$ cat src/rtl/dht11_frame_formatter.sv
// ============================================================================
// dht11_frame_formatter: assembles a 40-bit DHT11 frame, verifies its checksum
// and emits "H=ddd T=ddd\r\n" (or "ERR\r\n") one character at a time to a UART.
// Rev 1.0
// ============================================================================
`default_nettype none
`timescale 1ns/1ps

module dht11_frame_formatter #(
    parameter logic SEND_ERR = 1'b1
) (
    input  logic       clk,
    input  logic       reset_n,
    input  logic       frame_start,
    input  logic       bit_valid,
    input  logic       bit_val,
    input  logic       tx_busy,
    output logic [7:0] tx_data,
    output logic       tx_send,
    output logic       busy,
    output logic       csum_err,
    output logic [7:0] good_count
);

    typedef enum logic [2:0] {
        S_COLLECT = 3'd0,
        S_CHECK   = 3'd1,
        S_CONVERT = 3'd2,
        S_LOAD    = 3'd3,
        S_SEND    = 3'd4,
        S_WAIT_HI = 3'd5,
        S_WAIT_LO = 3'd6
    } state_t;

    state_t      state_q, state_d;
    logic [5:0]  bit_cnt_q, bit_cnt_d;
    logic [39:0] shift_q, shift_d;
    logic [3:0]  idx_q, idx_d;
    logic [3:0]  conv_cnt_q, conv_cnt_d;
    logic [19:0] dd_q, dd_d;
    logic [11:0] h_bcd_q, h_bcd_d;
    logic [11:0] t_bcd_q, t_bcd_d;
    logic        err_msg_q, err_msg_d;
    logic [7:0]  tx_data_q, tx_data_d;
    logic        tx_send_q, tx_send_d;
    logic        csum_err_q, csum_err_d;
    logic [7:0]  good_count_q, good_count_d;

    logic [7:0]  csum_calc;
    logic [19:0] dd_next;
    logic [7:0]  cur_char;
    logic [3:0]  last_idx;

    // One double-dabble iteration: BCD digits live in [19:8], binary in [7:0].
    function automatic logic [19:0] dd_step(input logic [19:0] v);
        logic [19:0] a;
        a = v;
        for (int i = 0; i < 3; i++) begin
            if (a[8+4*i +: 4] >= 4'd5) begin
                a[8+4*i +: 4] = a[8+4*i +: 4] + 4'd3;
            end
        end
        return a << 1;
    endfunction

    function automatic logic [7:0] msg_char(input logic err, input logic [3:0] idx,
                                            input logic [11:0] h, input logic [11:0] t);
        logic [7:0] c;
        c = 8'h00;
        if (err) begin
            case (idx)
                4'd0, 4'd1: c = (idx == 4'd0) ? 8'h45 : 8'h52;
                4'd2:       c = 8'h52;
                4'd3:       c = 8'h0D;
                default:    c = 8'h0A;
            endcase
        end else begin
            case (idx)
                4'd0:    c = 8'h48;
                4'd1:    c = 8'h3D;
                4'd2:    c = 8'h30 + {4'd0, h[11:8]};
                4'd3:    c = 8'h30 + {4'd0, h[7:4]};
                4'd4:    c = 8'h30 + {4'd0, h[3:0]};
                4'd5:    c = 8'h20;
                4'd6:    c = 8'h54;
                4'd7:    c = 8'h3D;
                4'd8:    c = 8'h30 + {4'd0, t[11:8]};
                4'd9:    c = 8'h30 + {4'd0, t[7:4]};
                4'd10:   c = 8'h30 + {4'd0, t[3:0]};
                4'd11:   c = 8'h0D;
                default: c = 8'h0A;
            endcase
        end
        return c;
    endfunction

    assign csum_calc = shift_q[39:32] + shift_q[31:24] + shift_q[23:16] + shift_q[15:8];
    assign dd_next   = dd_step(dd_q);
    assign cur_char  = msg_char(err_msg_q, idx_q, h_bcd_q, t_bcd_q);
    assign last_idx  = err_msg_q ? 4'd4 : 4'd12;

    always_comb begin
        state_d      = state_q;
        bit_cnt_d    = bit_cnt_q;
        shift_d      = shift_q;
        idx_d        = idx_q;
        conv_cnt_d   = conv_cnt_q;
        dd_d         = dd_q;
        h_bcd_d      = h_bcd_q;
        t_bcd_d      = t_bcd_q;
        err_msg_d    = err_msg_q;
        tx_data_d    = tx_data_q;
        tx_send_d    = 1'b0;
        csum_err_d   = csum_err_q;
        good_count_d = good_count_q;

        case (state_q)
            S_COLLECT: begin
                // A bit arriving with frame_start lands as bit 0 of the new frame.
                if (frame_start) begin
                    bit_cnt_d  = 6'd0;
                    shift_d    = 40'd0;
                    csum_err_d = 1'b0;
                end
                if (bit_valid) begin
                    shift_d   = {shift_d[38:0], bit_val};
                    bit_cnt_d = bit_cnt_d + 6'd1;
                    if (bit_cnt_d == 6'd40) begin
                        state_d = S_CHECK;
                    end
                end
            end
            S_CHECK: begin
                if (csum_calc == shift_q[7:0]) begin
                    csum_err_d   = 1'b0;
                    good_count_d = good_count_q + 8'd1;
                    dd_d         = {12'd0, shift_q[39:32]};
                    conv_cnt_d   = 4'd0;
                    err_msg_d    = 1'b0;
                    state_d      = S_CONVERT;
                end else begin
                    csum_err_d = 1'b1;
                    if (SEND_ERR) begin
                        err_msg_d = 1'b1;
                        idx_d     = 4'd0;
                        state_d   = S_LOAD;
                    end else begin
                        bit_cnt_d = 6'd0;
                        state_d   = S_COLLECT;
                    end
                end
            end
            S_CONVERT: begin
                // Cycles 0-7 convert humidity, 8-15 temperature.
                dd_d       = dd_next;
                conv_cnt_d = conv_cnt_q + 4'd1;
                if (conv_cnt_q == 4'd7) begin
                    h_bcd_d = dd_next[19:8];
                    dd_d    = {12'd0, shift_q[23:16]};
                end
                if (conv_cnt_q == 4'd15) begin
                    t_bcd_d = dd_next[19:8];
                    idx_d   = 4'd0;
                    state_d = S_LOAD;
                end
            end
            S_LOAD: begin
                tx_data_d = cur_char;
                state_d   = S_SEND;
            end
            S_SEND: begin
                if (!tx_busy) begin
                    tx_send_d = 1'b1;
                    state_d   = S_WAIT_HI;
                end
            end
            S_WAIT_HI: begin
                if (tx_busy) begin
                    state_d = S_WAIT_LO;
                end
            end
            S_WAIT_LO: begin
                if (!tx_busy) begin
                    if (idx_q == last_idx) begin
                        idx_d     = 4'd0;
                        bit_cnt_d = 6'd0;
                        state_d   = S_COLLECT;
                    end else begin
                        idx_d   = idx_q + 4'd1;
                        state_d = S_LOAD;
                    end
                end
            end
            default: state_d = S_COLLECT;
        endcase
    end

    always_ff @(posedge clk or negedge reset_n) begin
        if (!reset_n) begin
            state_q      <= S_COLLECT;
            bit_cnt_q    <= 6'd0;
            shift_q      <= 40'd0;
            idx_q        <= 4'd0;
            conv_cnt_q   <= 4'd0;
            dd_q         <= 20'd0;
            h_bcd_q      <= 12'd0;
            t_bcd_q      <= 12'd0;
            err_msg_q    <= 1'b0;
            tx_data_q    <= 8'h00;
            tx_send_q    <= 1'b0;
            csum_err_q   <= 1'b0;
            good_count_q <= 8'd0;
        end else begin
            state_q      <= state_d;
            bit_cnt_q    <= bit_cnt_d;
            shift_q      <= shift_d;
            idx_q        <= idx_d;
            conv_cnt_q   <= conv_cnt_d;
            dd_q         <= dd_d;
            h_bcd_q      <= h_bcd_d;
            t_bcd_q      <= t_bcd_d;
            err_msg_q    <= err_msg_d;
            tx_data_q    <= tx_data_d;
            tx_send_q    <= tx_send_d;
            csum_err_q   <= csum_err_d;
            good_count_q <= good_count_d;
        end
    end

    assign tx_data    = tx_data_q;
    assign tx_send    = tx_send_q;
    assign busy       = (state_q != S_COLLECT);
    assign csum_err   = csum_err_q;
    assign good_count = good_count_q;

endmodule

`default_nettype wire

$ cat config.mk
export PLATFORM = sky130hd
export DESIGN_NAME = dht11_frame_formatter
export DESIGN_NICKNAME = d
export VERILOG_FILES = /design/src/rtl/dht11_frame_formatter.sv
export SDC_FILE = /design/constraint.sdc
export NUM_CORES = 1
export LEC_CHECK = 0
export ABC_AREA = 1
export ABC_CLOCK_PERIOD_IN_PS = 4200
export BUFFER_PORTS_ARGS = -buffer_cell sky130_fd_sc_hd__clkbuf_2
export CAP_MARGIN = 15
export CORE_MARGIN = 2
export CORE_UTILIZATION = 35
export DETAILED_ROUTE_END_ITERATION = 6
export GPL_ROUTABILITY_DRIVEN = 0
export GPL_TIMING_DRIVEN = 0
export PLACE_DENSITY_LB_ADDON = 0.12
export SLEW_MARGIN = 20
export SYNTH_ARGS = -nofsm -noshare
export SYNTH_HDL_FRONTEND = slang
export SYNTH_SLANG_ARGS = --single-unit
$ cat constraint.sdc
create_clock -name clk -period 4.2 [get_ports clk]
set_input_delay 0.42 -clock clk [delete_from_list [all_inputs] [get_ports clk]]
set_output_delay 0.42 -clock clk [all_outputs]
set_load 0.02 [all_outputs]
== Word-level counts from Yosys, hierarchy flattened ==
Cells that the tools add are included.
Storage, ports and cells
  register bits after elaboration: 120
  input bits: 6
  output and inout bits: 19
  logic and storage cells: 124
Cells by class
  $add $sub $neg: 16
  order comparisons: 3
  eq/ne operators: 32
  multiplexer cells: 40
  reductions and logical operators: 19
Operators by type and width (number)
  $mux W40: 2
  $pmux W7 S11: 1
  $add A6 B4 Y7 const A: 6
  $mux W20: 2
  $pmux W20 S2: 1
  $mux W4: 8
  $mux W6: 5
  $add A8 B8 Y8: 3
  $mux W3: 7
  $pmux W3 S7: 1
  $pmux W7 S3: 1
  $eq A4 B3 Y1 const B: 5
  $eq A4 B4 Y1 const B: 5
  $ne A2 B2 Y1 const B: 10
  $ge A4 B3 Y1 const B: 3
  $pmux W4 S3: 1
  $pmux W6 S2: 1
  $reduce_and A2 Y1: 6
  $eq A3 B3 Y1 const B: 3
  $add A4 B1 Y4 const B: 2
  $add A4 B2 Y4 const B: 2
  $add A8 B1 Y8 const B: 1
  $eq A4 B2 Y1 const B: 2
  $eq A8 B8 Y1: 1
  21 further kinds: 31

== Longest topological paths before layout ==
Gate-level depths: netlist of run 1.
  depth in word-level cells: 7
  gate-level depth with buffers: 19
  depth with buffers taken out: 19

== Worst setup path before layout of run 1 ==
Ideal clock, no wire load.
  path type: register to register
  start point: register shift_q[9]
  end point: register good_count_q[3], in the netlist good_count[3]
  setup time: 120 ps
  data arrival time: 3196 ps
  required time: 4080 ps
  slack: 884 ps
  cell stages (with the launch flop): 17
  buffers on the path: 1
  period minus slack after synthesis: 3316 ps
  cell sequence: dfrtp_1 -> fa_1 -> inv_1 -> fa_1 -> inv_1 -> ha_1 -> fa_1 -> or2_1 -> nand3_1 -> nand2_1 -> nor2_1 -> nand2_1 -> nor2_4 -> nand4_4 -> buf_2 -> o21ai_1 -> nand2_1
Between the ends
  cells in the longest elaborated chain, start to end: 3
RTL lines
  from (decl): RTL line 37  | logic [39:0] shift_q, shift_d;
  from (signal assigned): RTL line 216  | shift_q <= shift_d;
  $add A8 B8 Y8: RTL line 97  | assign csum_calc = shift_q[39:32] + shift_q[31:24] + shift_q[23:16] + shift_q[15:8];
  $eq A8 B8 Y1: RTL line 134  | if (csum_calc == shift_q[7:0]) begin
  $reduce_and A2 Y1 (no source line)
  to (signal assigned): RTL line 226  | good_count_q <= good_count_d;
  to (decl): RTL line 47  | logic [7:0] good_count_q, good_count_d;
Every way passes these cells.
A chain may end at the register's enable or synchronous reset.

== Worst setup path after layout of run 1 ==
  start point: register shift_q[17]
  end point: register good_count_q[3], in the netlist good_count[3]
Between the ends
  cells in the longest elaborated chain, start to end: 4
RTL lines (RTL line)
  $add A8 B8 Y8 (2 in a row): 97
  $eq A8 B8 Y1: 134
  $reduce_and A2 Y1 (no source line)
Every way passes these cells.

==> impl_metrics.json, run 1 <==
{
  "cp_top_family": "adder cells",
  "ant_nets": 0,
  "hp-class": "in -> reg",
  "worst_pin_slew_ns": 0.7129,
  "cp.buffers_inverters": 3,
  "start_util_pct": 35.99,
  "fin_skew_ns": 0.008093,
  "synth_top_area_share_pct": 42.10,
  "crit_required_ns": 4.51,
  "die_h_um": 146.2,
  "slew_headroom_pct": 52.47,
  "final_util_pct": 41.21,
  "cts_tree": "done",
  "netlist_top_cells_count": "nand2_1, dfrtp_1, inv_1",
  "drv_cap": 0,
  "io-pin-count": 25,
  "fill_cells": 2078,
  "swShare_pct": 48.29,
  "fmax_ghz": 0.2688,
  "place_ws_ns": 0.4236,
  "path_cells": "fa_1, inv_1, fa_1, inv_1, ha_1, fa_1, or2_1, nand3_1, nand2_1, nor2_1, nand2_1, nor2_4, nand4_4, buf_2, o21ai_1, nand2_1",
  "ctsResizeCount": 0,
  "grt_pass1_vias": 5931,
  "grtUsageTotal_pct": 19.32,
  "yosys.area.top_type": "dfrtp_1",
  "fin_crit_sh_pct": 88.56,
  "htree_levels": 4,
  "seqPwrFrac_pct": 24.4,
  "synthCells": 893,
  "nNetsFinal": 977,
  "cts-root-buf": "clkbuf_16",
  "synth_seq_cells": 119,
  "floorplan.rows": 51,
  "dieArea_um2": 21360,
  "p_leak_nw": 3.846,
  "setup_tns_ns": 0,
  "wire_per_inst_um": 16.38,
  "antenna_cells": 0,
  "finalWirelength_mm": 19.87,
  "grt_max_degree": 81,
  "setup_viol": 0,
  "synth_edf_count": 0,
  "dieWidth_um": 146.2,
  "yosys-top-cells-area": "dfrtp_1, nand2_1, o21ai_0, inv_1, fa_1",
  "portBuffers": 23,
  "cts.sinks": 119,
  "min_period_ns": 3.720,
  "avgSynthCellArea_um2": 7.921,
  "powerDensity_nw_per_um2": 985.2,
  "finalHoldViolations": 0,
  "drc": 0,
  "syn_area_um2": 7073,
  "drive_above_1_share_pct": 8.544,
  "routed_via_density": 5.031,
  "grt_overflow": 0,
  "cts_buffer_depth": 2,
  "synth_cell_type_count": 49,
  "async_flop_share_pct": 100.0,
  "numCtsBuffers": 17,
  "clkPwrFrac_pct": 16.9,
  "crit_fanout": 10,
  "core-area_um2": 19650,
  "p_comb_share_pct": 58.7,
  "synth.most_common_cell": "nand2_1",
  "antenna_found_initial": 0,
  "syn2layout_area_growth_pct": 14.52,
  "yosysSeqAreaShare_pct": 42.10,
  "clk-insertion-delay-late_ns": 0.42,
  "peakVddDrop_uv": 417.8,
  "critPathArrivalTime_ns": 4.02,
  "intPower_mw": 4.127,
  "final.setup.worst_slack_ns": 0.4803,
  "end_kind": "register",
  "drt-initial-drc-count": 361,
  "cp_slowest_cell": "fa_1",
  "cpPeakStageDelay_ns": 0.51,
  "status": "completed",
  "clk_pin_slew_worst_paths_ns": 0.06,
  "ys.flop_type": "dfrtp_1",
  "vias": 6102,
  "yosysWarnings": 0,
  "synth_nets": 933,
  "timing_worst_setup_path_type": "reg -> reg",
  "hpwlAfterDp_mm": 14.54,
  "first_pass_iters": 5,
  "cts_setup_buffers": 0,
  "slew_violations": 0,
  "rsz0062_at_grt": "no",
  "startpoint_type": "register",
  "grt_pass1_wl_mm": 32.13,
  "p_switching_mw": 3.854
}
==> worst min-delay path: cells and delay by family <==
family	cells	cell delay (ns)
buffers and inverters	1	0.07
and+or+nand+nor	1	0.06
AOI/OAI and AO/OA	1	0.06
==> timing repair <==
| action | CTS | global route |
|---|---|---|
| endpoints found under the setup margin | 0 | 0 |
| hold endpoints to repair | 39 | 0 |
| hold buffers | 1 | 0 |
==> cell families (layout without fill, tap and decap cells) <==
group / after synthesis / count (layout) / synth area share, %
other: 1 / 1 / 0.05302
buffers and inverters: 161 / 216 / 9.039
and+or+nand+nor: 336 / 336 / 20.47
AOI/OAI and AO/OA: 219 / 219 / 17.99
adders and majority gates: 34 / 34 / 7.500
DFF: 119 / 119 / 42.10
xor gates and xnor gates: 23 / 23 / 2.848
==> sequential cells by signal, indices dropped and copies added (netlist names) <==
register,count
idx_q,4
tx_data,7
csum_err,1
conv_cnt_q,4
tx_send,1
t_bcd_q,12
shift_q,40
dd_q,20
good_count,8
state_q,3
err_msg_q,1
bit_cnt_q,6
h_bcd_q,12
==> layer usage <==
metal	wire length (um)	vias up	share of wire (%)	track usage [%]
met2	9479	104	48	31.46
li1	-	3046	-	-
met4	337	0	1.7	5.728
met5	0	-	0	0
met1	9406	2929	47	25.99
met3	645	23	3.2	4.125
==> final timing paths <==
check / cells past startpoint / from / slack [ns] / to
max: 16 / shift_q[17] / 0.48 / good_count[3]
min: 3 / bit_val / 0.22 / shift_q[0]
max reg2reg: 16 / shift_q[17] / 0.48 / good_count[3]
min reg2reg: 2 / tx_data[1] / 0.48 / tx_data[1]
max in group asynchronous: 3 / reset_n / 2.99 / shift_q[13]
min in group asynchronous: 2 / reset_n / 0.49 / dd_q[16]
==> layout by cell type (no fill, tap or decap), drive strengths merged, types with 14 or more instances in the layout <==
| master | count |
|---|---|
| clkbuf | 71 |
| inv | 123 |
| buf | 17 |
| nor2 | 63 |
| a21oi | 50 |
| nand2 | 203 |
| a31oi | 14 |
| fa | 14 |
| nand3 | 47 |
| o21ai | 107 |
| dfrtp | 119 |
| xor2 | 14 |
| ha | 20 |
==> power groups by stage <==
| stage | clock network (mW) | logic, mW | registers, mW |
|---|---|---|---|
| floorplan | 0 | 3.49 | 1.90 |
| global placement | 0 | 4.72 | 1.96 |
| detailed placement | 0 | 4.72 | 1.96 |
| CTS | 1.38 | 4.74 | 1.94 |
| global route | 1.44 | 5.35 | 2.01 |
| finish | 1.35 | 4.69 | 1.95 |
==> layout make-up <==
cell class	instances	area, um2	area share (%)
sequential	119	2978	36.76
tap	265	331.6	4.093
timing repair buffer	25	161.4	1.993
multi-input combinational	613	3456	42.66
clock inverter	4	45.04	0.5561
clock buffer	26	489.2	6.040
inverter	123	464.2	5.731
buffer	38	175.2	2.162
==> per-stage QoR <==
stage | hold WS [ns] | total power [mW] | std cells | area, um2
global placement | 0.4647 | 6.675 | 1181 | 7520
CTS | 0.2110 | 8.067 | 1213 | 8100
floorplan | 0.1244 | 5.393 | 893 | 7073
finish | 0.2239 | 7.981 | 1213 | 8100
detailed placement | 0.3724 | 6.681 | 1182 | 7556
global route | 0.2345 | 8.804 | 1213 | 8100
Note: power is estimated with default switching activity, not from simulation.
==> run 2, diff against run 1 <==
--- a/config.mk
+++ b/config.mk
@@ -6,7 +6,7 @@
 export NUM_CORES = 1
 export LEC_CHECK = 0
 export ABC_AREA = 1
-export ABC_CLOCK_PERIOD_IN_PS = 4200
+export ABC_CLOCK_PERIOD_IN_PS = 3500
 export BUFFER_PORTS_ARGS = -buffer_cell sky130_fd_sc_hd__clkbuf_2
 export CAP_MARGIN = 15
 export CORE_MARGIN = 2
@@ -15,7 +15,7 @@
 export GPL_ROUTABILITY_DRIVEN = 0
 export GPL_TIMING_DRIVEN = 0
 export PLACE_DENSITY_LB_ADDON = 0.12
-export SLEW_MARGIN = 20
+export SLEW_MARGIN = 10
 export SYNTH_ARGS = -nofsm -noshare
 export SYNTH_HDL_FRONTEND = slang
 export SYNTH_SLANG_ARGS = --single-unit
==> constraint.sdc (replaced) <==
create_clock -name clk -period 3.5 [get_ports clk]
set_input_delay 0.35 -clock clk [delete_from_list [all_inputs] [get_ports clk]]
set_output_delay 0.35 -clock clk [all_outputs]
set_load 0.02 [all_outputs]
==> run 2 against run 1 <==
  * The flow now finishes with violations (negative setup slack)
  * Count of clock-buffer cells in the layout unchanged
  * Final area increased by 3.3%
  * First-iteration DRC count increased by 3.3%
  * Final cell count increased by 1.1%
  * Via count increased by 1.1%
  * Routed wire length increased by 1.6%
  * Highest routed layer unchanged
==> impl_metrics.json, run 2 (same netlist as run 1, synthesis figures left out) <==
{
  "clk-insertion-delay-late_ns": 0.42,
  "start_util_pct": 35.99,
  "crit_required_ns": 3.85,
  "finalHoldViolations": 0,
  "ant_nets": 0,
  "place_ws_ns": -0.2764,
  "r2r_cells": 17,
  "final.setup.worst_slack_ns": -0.07060,
  "crit_fanout": 4,
  "syn2layout_area_growth_pct": 18.29,
  "first_pass_iters": 6,
  "dieWidth_um": 146.2,
  "largest_reg_flops": 40,
  "hp-class": "in -> reg",
  "slew_headroom_pct": 53.69,
  "drv_cap": 0,
  "multi_input_comb_area_um2": 3538,
  "antenna_cells": 0,
  "routed_via_density": 5.033,
  "slew_violations": 0,
  "fin_crit_sh_pct": 102.0,
  "crit_cells": 17,
  "reg_top3": "shift_q x40, dd_q x20",
  "violations": "negative setup slack",
  "status": "finished, violations left",
  "placed_area_um2": 7556,
  "cts-root-buf": "clkbuf_16",
  "min_path_cells": 3,
  "drc": 0,
  "nNetsFinal": 990,
  "reg2reg_slack_ns": -0.07,
  "grtUsageTotal_pct": 19.61,
  "hpwlAfterDp_mm": 14.54,
  "fill_cells": 2056,
  "numCtsBuffers": 17,
  "vias": 6171,
  "portBuffers": 23,
  "min_period_ns": 3.571,
  "floorplan.rows": 51,
  "cp_slowest_cell": "fa_2",
  "ff_latch_area_um2": 2978,
  "grt_max_degree": 81,
  "dieArea_um2": 21360,
  "cp.buffers_inverters": 4,
  "grt_overflow": 0,
  "setup_viol": 20,
  "largest-register": "shift_q",
  "fmax_ghz": 0.2801,
  "antenna_found_initial": 0,
  "drive_above_1_share_pct": 11.55,
  "drt-initial-drc-count": 373,
  "grt_pass1_vias": 5987,
  "cts.sinks": 119,
  "finalWirelength_mm": 20.19,
  "wire_per_inst_um": 16.47,
  "worst_pin_slew_ns": 0.6947,
  "timing_worst_setup_path_type": "reg -> reg",
  "cts_buffer_depth": 2,
  "grt_pass1_wl_mm": 32.55,
  "rsz0062_at_grt": "yes",
  "htree_levels": 4,
  "clk_pin_slew_worst_paths_ns": 0.05,
  "core-area_um2": 19650,
  "cts_tree": "done",
  "mostFrequentLayoutCells": "nand2_1, dfrtp_1, inv_1",
  "fin_skew_ns": 0.008641,
  "critPathArrivalTime_ns": 3.93,
  "layout_commonest_cell": "nand2_1",
  "cp_top_family": "adder cells",
  "die_h_um": 146.2,
  "path_cells": "fa_1, inv_1, fa_1, inv_2, ha_4, fa_2, xnor2_1, nand3_1, nor2_2, nand2_2, nor2_4, nand4_4, buf_4, buf_4, nor2_1, nand2_1, nand2_1",
  "final_cell_area_um2": 8367,
  "io-pin-count": 25,
  "cpPeakStageDelay_ns": 0.54,
  "startpoint_type": "register",
  "end_kind": "register"
}
## run 2: timing repair
| item | 4_1_cts | 5_1_grt |
|---|---|---|
| pin swaps | 9 | 5 |
| setup buffers | 9 | 2 |
| hold buffers | 1 | 0 |
| resized for setup | 30 | 7 |
| endpoints found under the setup margin | 39 | 39 |
| gates cloned | 2 | 1 |
| endpoints found under the hold margin | 39 | 0 |
## run 2: per-layer routing
metal / global-route usage [%] / wire length (um) / vias to the layer above
li1: - / - / 3074
met1: 26.47 / 9418 / 2965
met2: 31.93 / 9688 / 111
met3: 4.125 / 740 / 21
met4: 5.728 / 344 / 0
met5: 0 / 0 / -
## run 2: layout make-up
class	count	share of cell area, %
Timing Repair Buffer	39	4.023
Clock buffer	26	5.847
Tap cell	265	3.963
Buffer	37	2.198
Clock inverter	4	0.5384
Sequential cell	119	35.59
Multi-Input combinational cell	613	42.29
Inverter	123	5.548
## run 2: path summary, 6_finish.rpt
kind                       startpoint            end
max                        shift_q[9]  good_count[3]
max reg2reg                shift_q[9]  good_count[3]
min in group asynchronous     reset_n       dd_q[16]
min reg2reg                tx_data[1]     tx_data[1]
max in group asynchronous     reset_n    shift_q[13]
min                           bit_val     shift_q[0]
## run 2: stage by stage
stage                     hold slack, ns  instances  setup TNS (ns)  util (%)
after detailed placement          0.3024       1182          -7.863     38.45
after floorplan                  0.05441        893               0         -
after global routing              0.1645       1226          -6.784     42.57
after CTS                         0.1410       1224          -1.324     42.37
after global placement            0.4647       1181          -7.270     38.26
final                             0.1554       1226         -0.7400     42.57
## run 2: worst reg2reg max path, cell delays in order, from the launching register on
cell and delay, ns:
dfrtp_1 0.40, fa_1 0.53, inv_1 0.05, fa_1 0.49
inv_2 0.06, ha_4 0.16, fa_2 0.54, xnor2_1 0.11
nand3_1 0.10, nor2_2 0.14, nand2_2 0.08, nor2_4 0.17
nand4_4 0.18, buf_4 0.21, buf_4 0.12, nor2_1 0.08
nand2_1 0.05, nand2_1 0.06
Power of run 2 is left out: the tool's default activity adds up to more than one toggle a clock period on the data nets, which glitch-free logic cannot reach.
==> run 3, diff against run 2 <==
--- a/config.mk
+++ b/config.mk
@@ -9,7 +9,6 @@
 export ABC_CLOCK_PERIOD_IN_PS = 3500
 export BUFFER_PORTS_ARGS = -buffer_cell sky130_fd_sc_hd__clkbuf_2
 export CAP_MARGIN = 15
-export CORE_MARGIN = 2
 export CORE_UTILIZATION = 35
 export DETAILED_ROUTE_END_ITERATION = 6
 export GPL_ROUTABILITY_DRIVEN = 0
==> run 3 against run 2 <==
  * Worst hold slack got worse by 0.0071 ns
  * Final cell count fell by 0.41%
  * Clock skew barely moved
  * The flow still finishes with violations (negative setup slack)
==> impl_metrics.json, run 3 (same netlist as run 1, synthesis figures left out) <==
{
  "syn2layout_area_growth_pct": 17.57,
  "largest_reg_flops": 40,
  "fill_cells": 2070,
  "finalHoldViolations": 0,
  "worst_pin_slew_ns": 0.7326,
  "wire_per_inst_um": 16.56,
  "clk-insertion-delay-late_ns": 0.42,
  "hold-worst-slack_ns": 0.1483,
  "ff_latch_area_um2": 2978,
  "ant_nets": 0,
  "drv_cap": 0,
  "r2r_cells": 18,
  "r2r_start": "shift_q[9]",
  "dieArea_um2": 20780,
  "largest-register": "shift_q",
  "core-area_um2": 19650,
  "final.setup.worst_slack_ns": -0.04729,
  "portBuffers": 23,
  "path_cells": "fa_1, inv_1, fa_1, inv_2, ha_4, fa_2, or2_1, nand3_1, nand2_1, nor2_1, nand2_1, nor2_4, nand4_4, nand2_8, buf_12, buf_8, nand2_2, o21ai_1",
  "busiest_layer": "met2",
  "end_kind": "register",
  "rsz0062_at_grt": "yes",
  "min_period_ns": 3.547,
  "die_h_um": 144.2,
  "nNetsFinal": 985,
  "clk_pin_slew_worst_paths_ns": 0.06,
  "setup_viol": 12,
  "drc": 0,
  "grt.met2_usage_pct": 34.27,
  "timing_worst_setup_path_type": "reg -> reg",
  "antenna_found_initial": 0,
  "startpoint_type": "register",
  "io-pin-count": 25,
  "fin_skew_ns": 0.008501,
  "grtUsageTotal_pct": 20.96,
  "htree_levels": 4,
  "reg2reg_slack_ns": -0.05,
  "grt_max_degree": 96,
  "grt_overflow": 0,
  "fin_crit_sh_pct": 101.4,
  "drt-initial-drc-count": 432,
  "cts_tree": "done",
  "cpPeakStageDelay_ns": 0.53,
  "hold_end": "shift_q[0]",
  "critPathArrivalTime_ns": 3.89,
  "cts_buffer_depth": 2,
  "cts-root-buf": "clkbuf_16",
  "hp-class": "in -> reg",
  "cp_slowest_cell": "fa_1",
  "finalWirelength_mm": 20.22,
  "antenna_cells": 0,
  "mostFrequentLayoutCells": "nand2_1, dfrtp_1, inv_1",
  "crit_fanout": 5,
  "vias": 6195,
  "violations": "negative setup slack",
  "slew_headroom_pct": 51.16,
  "met1_usage_pct": 27.33,
  "slew_violations": 0,
  "multi_input_comb_area_um2": 3561,
  "start_util_pct": 35.99,
  "routed_via_density": 5.074,
  "globalRouteMet3Util_pct": 4.768,
  "reg_top3": "shift_q x40, dd_q x20",
  "numCtsBuffers": 17,
  "holdCritStartpoint": "bit_val",
  "timing.rr.end": "dd_q[7]",
  "cts.sinks": 119,
  "floorplan.rows": 51,
  "status": "finished, violations left",
  "fmax_ghz": 0.2819,
  "crit_required_ns": 3.84,
  "first_pass_iters": 4,
  "min_path_cells": 3,
  "dieWidth_um": 144.2,
  "hpwlAfterDp_mm": 14.50,
  "layout_commonest_cell": "nand2_1",
  "drive_above_1_share_pct": 11.82,
  "grt_pass1_vias": 6108,
  "grt_pass1_wl_mm": 32.62
}
==> run 3: worst max-delay path by stage <==
stage / from / to / slack (ns) / cells after the start
finish: shift_q[9] / dd_q[7] / -0.05 / 18
global route: shift_q[9] / dd_q[9] / -0.25 / 17
CTS: shift_q[9] / dd_q[11] / -0.08 / 17
detailed placement: shift_q[17] / conv_cnt_q[0] / -0.27 / 16
global placement: shift_q[17] / conv_cnt_q[0] / -0.25 / 16
floorplan: shift_q[9] / good_count[3] / 0.18 / 16
==> run 3: routing by layer <==
metal  wire (um)  up-vias
met5           0        -
met4         424        0
met3         708       31
met2        9658      125
met1        9430     2984
li1            -     3055
==> run 3: repair_timing <==
action	CTS	global route
hold endpoints to repair	24	0
hold buffers	1	0
setup buffers	8	1
gates cloned	2	0
setup endpoints to repair	39	39
resized for setup	31	11
pin swaps	8	2
==> run 3: cell type report <==
| type | instances | area share (%) |
|---|---|---|
| inverter | 123 | 5.582 |
| tap | 265 | 3.987 |
| clock buffer | 26 | 5.883 |
| clock inverter | 4 | 0.5417 |
| multi-input combinational | 613 | 42.82 |
| sequential | 119 | 35.81 |
| buffer | 38 | 2.272 |
| timing repair buffer | 33 | 3.100 |
==> run 3: metrics by stage <==
stage	area [um2]	worst slack (ns)	std cells	TNS (ns)	utilization, %
2_1_floorplan	7073	0.1836	893	0	-
3_3_place_gp	7520	-0.2541	1181	-7.319	38.26
3_5_place_dp	7556	-0.2678	1182	-7.266	38.45
4_1_cts	8318	-0.07813	1223	-1.195	42.32
5_1_grt	8315	-0.2450	1221	-6.812	42.31
6_report	8315	-0.04729	1221	-0.3598	42.31
==> run 3: critical path: cells and delay by family, from the launching register on <==
kind            cells  cell delay [ns]
compound gates      1             0.07
fa+ha+maj           4             1.54
buf+inv             4             0.34
flops               1             0.40
simple gates        9             1.12
Power of run 3 is left out for the same reason.
